<file path="src/rtl/led_seq_mux.sv">
// Purpose : LED bar driver that muxes score sources, blinks them or animates a walking LED.
// Latency : leds_out is registered, so input changes show one clock later; tick_out is combinational.
// Backpressure: none; the block is free-running and accepts new inputs every cycle.
module led_seq_mux #(
    parameter int              LED_W     = 7,
    parameter int              N_SRC     = 4,
    parameter int              TICK_DIV  = 25000000,
    parameter logic [LED_W-1:0] RESET_PAT = 7'b1001000
) (
    input  logic                     clk,
    input  logic                     rst_n,
    input  logic [2:0]               mode,
    input  logic [$clog2(N_SRC)-1:0] src_sel,
    input  logic [N_SRC*LED_W-1:0]   src_bus,
    output logic [LED_W-1:0]         leds_out,
    output logic                     tick_out
);

    localparam int PW = $clog2(LED_W);
    localparam int CW = $clog2(TICK_DIV);
    localparam logic [CW-1:0] CNT_MAX = CW'(TICK_DIV - 1);
    localparam logic [PW-1:0] POS_MAX = PW'(LED_W - 1);

    typedef enum logic [2:0] {
        M_OFF    = 3'd0,
        M_RESET  = 3'd1,
        M_ALL_ON = 3'd2,
        M_SHOW   = 3'd3,
        M_BLINK  = 3'd4,
        M_CHASE  = 3'd5,
        M_BOUNCE = 3'd6,
        M_RSVD   = 3'd7
    } mode_t;

    mode_t             cur_mode;
    mode_t             mode_q;
    logic [CW-1:0]     cnt;
    logic              phase;
    logic [PW-1:0]     pos;
    logic              dir_down;

    logic              mode_chg;
    logic              at_wrap;
    logic              tick;
    logic [CW-1:0]     n_cnt;
    logic              n_phase;
    logic [PW-1:0]     n_pos;
    logic              n_down;
    logic [LED_W-1:0]  n_leds;
    logic [LED_W-1:0]  sel_src;
    logic [LED_W-1:0]  src_arr [N_SRC];

    assign cur_mode = mode_t'(mode);

    // Unpack the flat source bus so the active source is a plain array lookup.
    always_comb begin
        for (int k = 0; k < N_SRC; k++) begin
            src_arr[k] = src_bus[k*LED_W +: LED_W];
        end
    end

    assign sel_src  = src_arr[src_sel];

    // A mode change restarts the animation, so a tick coinciding with it is dropped.
    assign mode_chg = (cur_mode != mode_q);
    assign at_wrap  = (cnt == CNT_MAX);
    assign tick     = at_wrap && !mode_chg;
    assign tick_out = tick;

    // Next-state for prescaler and animation state, plus the LED pattern derived from it.
    always_comb begin
        n_cnt   = at_wrap ? '0 : cnt + 1'b1;
        n_phase = phase;
        n_pos   = pos;
        n_down  = dir_down;
        if (mode_chg) begin
            n_cnt   = '0;
            n_phase = 1'b1;
            n_pos   = '0;
            n_down  = 1'b0;
        end else if (tick) begin
            case (cur_mode)
                M_BLINK: n_phase = ~phase;
                M_CHASE: n_pos   = (pos == POS_MAX) ? '0 : pos + 1'b1;
                M_BOUNCE: begin
                    // Endpoints reverse immediately so neither end is held for two ticks.
                    if (!dir_down) begin
                        if (pos == POS_MAX) begin
                            n_down = 1'b1;
                            n_pos  = pos - 1'b1;
                        end else begin
                            n_pos  = pos + 1'b1;
                        end
                    end else begin
                        if (pos == '0) begin
                            n_down = 1'b0;
                            n_pos  = pos + 1'b1;
                        end else begin
                            n_pos  = pos - 1'b1;
                        end
                    end
                end
                default: ;
            endcase
        end

        case (cur_mode)
            M_OFF:    n_leds = '0;
            M_RESET:  n_leds = RESET_PAT;
            M_ALL_ON: n_leds = '1;
            M_SHOW:   n_leds = sel_src;
            M_BLINK:  n_leds = n_phase ? sel_src : '0;
            M_CHASE:  n_leds = LED_W'(1) << n_pos;
            M_BOUNCE: n_leds = LED_W'(1) << n_pos;
            M_RSVD:   n_leds = '0;
            default:  n_leds = '0;
        endcase
    end

    // State and LED output registers; reset clears everything without waiting for a clock.
    always_ff @(posedge clk or negedge rst_n) begin
        if (!rst_n) begin
            mode_q   <= M_OFF;
            cnt      <= '0;
            phase    <= 1'b1;
            pos      <= '0;
            dir_down <= 1'b0;
            leds_out <= '0;
        end else begin
            mode_q   <= cur_mode;
            cnt      <= n_cnt;
            phase    <= n_phase;
            pos      <= n_pos;
            dir_down <= n_down;
            leds_out <= n_leds;
        end
    end

endmodule
</file>
<file path="config.mk">
export PLATFORM = sky130hd
export DESIGN_NAME = led_seq_mux
export DESIGN_NICKNAME = d
export VERILOG_FILES = /design/src/rtl/led_seq_mux.sv
export SDC_FILE = /design/constraint.sdc
export NUM_CORES = 1
export LEC_CHECK = 0
export CAP_MARGIN = 10
export CELL_PAD_IN_SITES_DETAIL_PLACEMENT = 1
export CELL_PAD_IN_SITES_GLOBAL_PLACEMENT = 1
export CORE_ASPECT_RATIO = 1.4
export CORE_MARGIN = 1
export CORE_UTILIZATION = 30
export CTS_CLUSTER_DIAMETER = 200
export DETAILED_ROUTE_END_ITERATION = 8
export PLACE_DENSITY = 0.65
export SLEW_MARGIN = 15
export SYNTH_ARGS = -nofsm -noshare
export SYNTH_HDL_FRONTEND = slang
export SYNTH_SLANG_ARGS = --single-unit
</file>
<file path="constraint.sdc">
create_clock -name clk -period 1.8 [get_ports clk]
set_input_delay 0.36 -clock clk [delete_from_list [all_inputs] [get_ports clk]]
set_output_delay 0.36 -clock clk [all_outputs]
set_load 0.03 [all_outputs]
</file>
==> impl_metrics.csv, run 1 <==
group,metric,value,unit
cells_and_area,stdcell_count,450,
cells_and_area,num_antenna_cells,0,
detailed_routing,drt_iter0_drc,72,
setup_path,r2r_cells,7,
clock_tree,insertion_delay,0.30,ns
detailed_routing,via_count,2244,
sta,setup_viol,13,
place,place_inst,429,
synthesis,synthesis.area,0.002432,mm2
floorplanning,die_h,108.5,um
clock_tree,cts_buffers,5,
power_and_ir_drop,powerDensity,490.0,mW/mm2
synthesis,synthDistinctLibCells,55,
cells_and_area,fillCellCount,906,
detailed_routing,drc,0,
global_route,track_usage,0.1829,
sta,setup-tns-final,-3.238,ns
synthesis,synth_seq_area_share,0.4120,
run_status,violations,"negative setup slack",
cells_and_area,areaGrowthSynthToFinish,55.09,%
sta,grt_setup_unrepaired,"yes",
floorplanning,start_util,0.3119,
synthesis,synth_edf_count,0,
sta,fin_ws,-0.3872,ns
clock_tree,cts_root_buf,"clkbuf_8",
synthesis,synth_most_common_cell,"dfrtp_1",
floorplanning,core,0.007797,mm2
synthesis,syn_area_per_cell,10.13,um2
floorplanning,dieArea,0.008477,mm2
clock_tree,htreeDepth,2,
detailed_routing,wl_per_cell,15.71,um
clock_tree,clockBufferDepth,2,
sta,hold_violations,0,
setup_path,r2r_end,"leds_out[0]$_DFF_PN0_",
synthesis,synthesis.nets,280,
global_route,overflow,0,
worst_hold_path,hold_class,"flip-flop to flip-flop",
global_route,grt_max_degree,26,
global_route,grt_pass1_wl,11.98,mm
detailed_routing,via_per_inst,4.987,
synthesis,ys_ff_latch,40,
setup_path,path_class,"flip-flop to primary output",
sta,period_share,1.215,
cells_and_area,layout-drive-gt1-share,0.3771,
sta,max_slew_margin,0.6295,
floorplanning,ios,43,
clock_tree,cts_sinks,40,
clock_tree,tritoncts,"done",
synthesis,synthFlopType,"dfrtp_1",
power_and_ir_drop,ir_worst_vdd,0.2316,mV
detailed_routing,first_pass_iters,4,
synthesis,ys_warn_count,0,
sta,slew_violations,0,
setup_path,regToRegSetupSlack,-0.33,ns
setup_path,critical_path_arrival,1.83,ns
detailed_routing,postRouteAntennaNets,0,
power_and_ir_drop,p_leak,1.598,nW
synthesis,async_flop_share,1.000,
setup_path,crit_path_end_kind,"primary output",
global_route,first_global_vias,2552,
synthesis,synth_top_cells_by_area,"dfrtp_1 (40%), mux4_2 (6.5%), nor2_1 (5.9%)",
setup_path,required,1.44,ns
cells_and_area,nets,389,
floorplanning,die_w,78.10,um
sta,worst_slew_pin_slew,0.5500,ns
setup_path,critPathMaxFanout,3,
place,place_congestion,0.7620,
sta,final.min_clock_period,2.187,ns
synthesis,synth_top_area_cell,"dfrtp_1",
run_status,status,"finished, violations left",
setup_path,cp-start-kind,"flip-flop",
sta,fmax,0.4572,GHz
place,dp_hpwl,5.381,mm
sta,finClkSkew,0.006914,ns
setup_path,cp-startpoint,"cnt[9]$_DFF_PN0_",
floorplanning,rows,38,
detailed_routing,totalWireLength,7.069,mm
synthesis,netlist_instances,240,
clock_tree,cts.clk_slew.worst_paths,0.08,ns
setup_path,endpoint,"tick_out",
setup_path,r2r-start,"cnt[9]$_DFF_PN0_",
job,drv_cap,0,
synthesis,netlist.area_leader.share,0.4012,
synthesis,synth_common_cells,"dfrtp_1 (39), nor2_1 (38), xor2_1 (16)",
place,io_buffers,42,
global_route,antenna_found_initial,0,
sta,hold_slack,0.5381,ns
==> critical path: stages, from the launching register on <==
cell and delay (ns):
dfrtp_2 0.45, buf_6 0.13, or4b_4 0.51, nor2_4 0.12, nand3_2 0.10, nor2_2 0.10
buf_6 0.13
==> cell families (layout without fill, tap and decap cells) <==
kind of cell    count (synthesis)  count (layout)  share of synthesized area
mux                             9               9                    0.07356
compound gates                 30              30                    0.08797
xor+xnor                       27              27                    0.09722
simple gates                  116             116                     0.2793
fa+ha+maj                       5               5                    0.02572
buf+inv                        13             123                    0.02417
flops                          40              40                     0.4120
==> state kept, by name (all words and copies together), names as in the netlist <==
signal / cells
cnt: 25
leds_out: 7
mode_q: 3
pos: 3
dir_down: 1
phase: 1
==> placed cells by master (no fill, tap or decap), drive strengths merged, types with 3 or more instances in the layout <==
cell           synthesis  final
and2                   3      3
and3                   8      8
and4                   4      4
buf                    7     70
clkbuf                 2      7
clkdlybuf4s50          0     40
dfrtp                 39     39
ha                     5      5
inv                    4      4
mux4                   7      7
nand2                 13     13
nand2b                 7      7
nand3                 17     17
nand3b                 3      3
nand4                  7      7
nor2                  39     39
nor3                   3      3
o21ai                  9      9
o22ai                  6      6
xnor2                 11     11
xor2                  16     16
==> stage by stage <==
stage | setup slack (ns) | power (W) | util | area (um2)
after floorplan | -0.04580 | 0.001078 | - | 2459
after global placement | -0.4912 | 0.001256 | 0.4355 | 3396
after detailed placement | -0.5498 | 0.001262 | 0.4355 | 3396
after CTS | -0.3347 | 0.001867 | 0.4629 | 3610
after global routing | -0.4509 | 0.001923 | 0.4838 | 3772
final | -0.3872 | 0.001848 | 0.4838 | 3772
==> where the power goes <==
group          total, W  internal, W  switching [W]
clock          0.000590     0.000272       0.000317
combinational  0.000332     0.000184       0.000148
sequential     0.000927     0.000917     0.00000939
total           0.00185      0.00137       0.000475
==> metal layers <==
| metal | vias up | wire length [um] | track usage |
|---|---|---|---|
| li1 | 1077 | - | - |
| met3 | 7 | 250 | 0.02954 |
| met4 | 0 | 84 | 0.05820 |
| met1 | 1110 | 2657 | 0.1872 |
| met2 | 50 | 4078 | 0.3690 |
| met5 | - | 0 | 0 |
==> what timing repair did <==
| action | in CTS | in global routing |
|---|---|---|
| pin swaps | 3 | 16 |
| endpoints found under the setup margin | 36 | 37 |
| endpoints found under the hold margin | 5 | 0 |
| buffers inserted | 6 | 7 |
| gates resized for setup | 18 | 28 |
| hold buffers | 1 | 0 |
==> worst min-delay path by stage <==
stage	start	end	slack, ns	cells past startpoint
global placement	rst_n	cnt[14]$_DFF_PN0_	0.33	1
global route	phase$_DFF_PN1_	phase$_DFF_PN1_	0.57	2
floorplan	rst_n	cnt[0]$_DFF_PN0_	0.06	0
finish	phase$_DFF_PN1_	phase$_DFF_PN1_	0.54	2
CTS	phase$_DFF_PN1_	phase$_DFF_PN1_	0.54	2
detailed placement	rst_n	cnt[14]$_DFF_PN0_	0.32	1
==> final cells by class <==
| type | instances | area [um2] | area share |
|---|---|---|---|
| clock inverter | 1 | 5.005 | 0.001327 |
| timing repair buffer | 111 | 992.2 | 0.2630 |
| tap | 100 | 125.1 | 0.03317 |
| multi-input combinational | 187 | 1555 | 0.4123 |
| clock buffer | 7 | 76.32 | 0.02023 |
| inverter | 4 | 15.01 | 0.003980 |
| sequential | 40 | 1003 | 0.2660 |
Power figures use the tool's default switching activity.
==> run 2: changes to the inputs <==
--- a/config.mk
+++ b/config.mk
@@ -14,6 +14,7 @@
 export CTS_CLUSTER_DIAMETER = 200
 export DETAILED_ROUTE_END_ITERATION = 8
 export PLACE_DENSITY = 0.65
+export SKIP_CTS_REPAIR_TIMING = 1
 export SLEW_MARGIN = 15
 export SYNTH_ARGS = -nofsm -noshare
 export SYNTH_HDL_FRONTEND = slang
==> run 2 against run 1 <==
Effect of this change:
- the flow finishes with violations (negative hold slack, negative setup slack)
- sequential power is essentially flat
- setup slack gained 0.029 ns
- critical path depth shrank 1
- first-iteration DRC count shrank 25%
- non-clock buffer count shrank 6
- core utilization shrank 0.58 points
- design area shrank 1.2%
- clock power is essentially flat
- clock-buffer cell count is the same
- register-to-register slack is essentially flat
- largest cell class unchanged
- highest routed layer unchanged
==> impl_metrics.csv, run 2 (synthesized netlist as in run 1, its figures left out) <==
group,metric,value,unit
sta,final.min_clock_period,2.158,ns
place,io_buffers,42,
cells_and_area,fillCellCount,910,
cells_and_area,final_util,0.4780,
power_and_ir_drop,totalPowerFinal,0.001850,W
global_route,grt_pass1_wl,11.65,mm
sta,worst_slew_pin_slew,0.5316,ns
floorplanning,die_w,78.10,um
clock_tree,tritoncts,"done",
clock_tree,insertion_delay,0.30,ns
setup_path,crit_path_end_kind,"primary output",
cells_and_area,areaGrowthSynthToFinish,53.24,%
cells_and_area,regMostFlops,"cnt",
sta,period_share,1.199,
global_route,first_global_vias,2496,
floorplanning,ios,43,
run_status,status,"finished, violations left",
clock_tree,cts.clk_slew.worst_paths,0.08,ns
floorplanning,start_util,0.3119,
cells_and_area,layout-drive-gt1-share,0.3779,
power_and_ir_drop,ir_worst_vdd,0.2455,mV
cells_and_area,final_common_cell,"buf_4",
power_and_ir_drop,powerDensity,496.3,mW/mm2
cells_and_area,largest_register_ffs,25,
setup_path,critical_path_arrival,1.80,ns
global_route,overflow,0,
sta,hold_slack,-0.01624,ns
detailed_routing,totalWireLength,6.954,mm
power_and_ir_drop,p_leak,1.609,nW
global_route,grt_max_degree,26,
cells_and_area,final_cell_mix,"buf_4 (59), dfrtp_1 (38), clkdlybuf4s50_1 (38)",
setup_path,cp-start-kind,"flip-flop",
clock_tree,clockBufferDepth,2,
clock_tree,cts_sinks,40,
global_route,track_usage,0.1782,
cells_and_area,num_antenna_cells,0,
detailed_routing,wl_per_cell,15.66,um
floorplanning,die_h,108.5,um
sta,hold_violations,14,
setup_path,path_class,"flip-flop to primary output",
clock_tree,htreeDepth,2,
floorplanning,dieArea,0.008477,mm2
run_status,violations,"negative hold slack, negative setup slack",
clock_tree,cts_buffers,5,
sta,setup-tns-final,-2.637,ns
sta,max_slew_margin,0.6418,
place,dp_hpwl,5.381,mm
place,place_congestion,0.7620,
detailed_routing,via_count,2212,
sta,finClkSkew,0.007722,ns
floorplanning,core,0.007797,mm2
detailed_routing,first_pass_iters,4,
cells_and_area,nets,383,
job,drv_cap,0,
setup_path,required,1.44,ns
global_route,antenna_found_initial,0,
detailed_routing,drt_iter0_drc,54,
sta,fmax,0.4634,GHz
detailed_routing,via_per_inst,4.982,
sta,setup_viol,11,
worst_hold_path,hold_class,"input port to async pin",
sta,grt_setup_unrepaired,"yes",
clock_tree,cts_root_buf,"clkbuf_8",
sta,fin_ws,-0.3578,ns
sta,slew_violations,0,
cells_and_area,top_regs,"cnt: 25 flops, leds_out: 7 flops",
detailed_routing,drc,0,
setup_path,critPathMaxFanout,3,
detailed_routing,postRouteAntennaNets,0,
floorplanning,rows,38,
==> run 2: final timing paths <==
kind	start	end	slack [ns]	cells after the start
max in group asynchronous	rst_n	cnt[9]$_DFF_PN0_	1.32	2
min reg2reg	phase$_DFF_PN1_	phase$_DFF_PN1_	0.54	2
min in group clk	mode[2]	mode_q[2]$_DFF_PN0_	0.37	1
max reg2reg	cnt[10]$_DFF_PN0_	leds_out[0]$_DFF_PN0_	-0.34	6
min	rst_n	cnt[14]$_DFF_PN0_	-0.02	1
max	cnt[10]$_DFF_PN0_	tick_out	-0.36	5
==> run 2: worst max-delay path, stage by stage, from the launching register on <==
cell and delay (ns):
dfrtp_1 0.43, or4b_4 0.60, nor2_4 0.12, nand3_2 0.10, nor2_2 0.11, buf_6 0.14
==> run 2: final cells by class <==
type,instances,area (um2),area share
Sequential cell,40,1003,0.2692
Clock inverter,1,5.005,0.001343
Inverter,4,15.01,0.004028
Tap cell,100,125.1,0.03357
Clock buffer,7,76.32,0.02048
Timing Repair Buffer,105,927.1,0.2487
Multi-Input combinational cell,187,1575,0.4226
==> run 2: per-layer routing <==
layer  vias to the layer above  global-route usage  part of all wire
met5                         -                   0                 0
met4                         0             0.05556             0.017
met3                         8             0.02785             0.033
met2                        48              0.3603              0.57
met1                      1095              0.1830              0.38
li1                       1061                   -                 -
==> run 2: stage by stage <==
stage | cell area (um2) | std cells | setup WS [ns]
4_1_cts | 3477 | 437 | -0.4516
5_1_grt | 3727 | 444 | -0.4351
3_3_place_gp | 3396 | 429 | -0.4912
3_5_place_dp | 3396 | 429 | -0.5498
2_1_floorplan | 2459 | 240 | -0.04580
6_report | 3727 | 444 | -0.3578
==> run 2: where the power goes <==
group          switching (W)  internal, W
registers         0.00000997     0.000917
logic               0.000149     0.000183
clock network       0.000319     0.000272
total               0.000477      0.00137
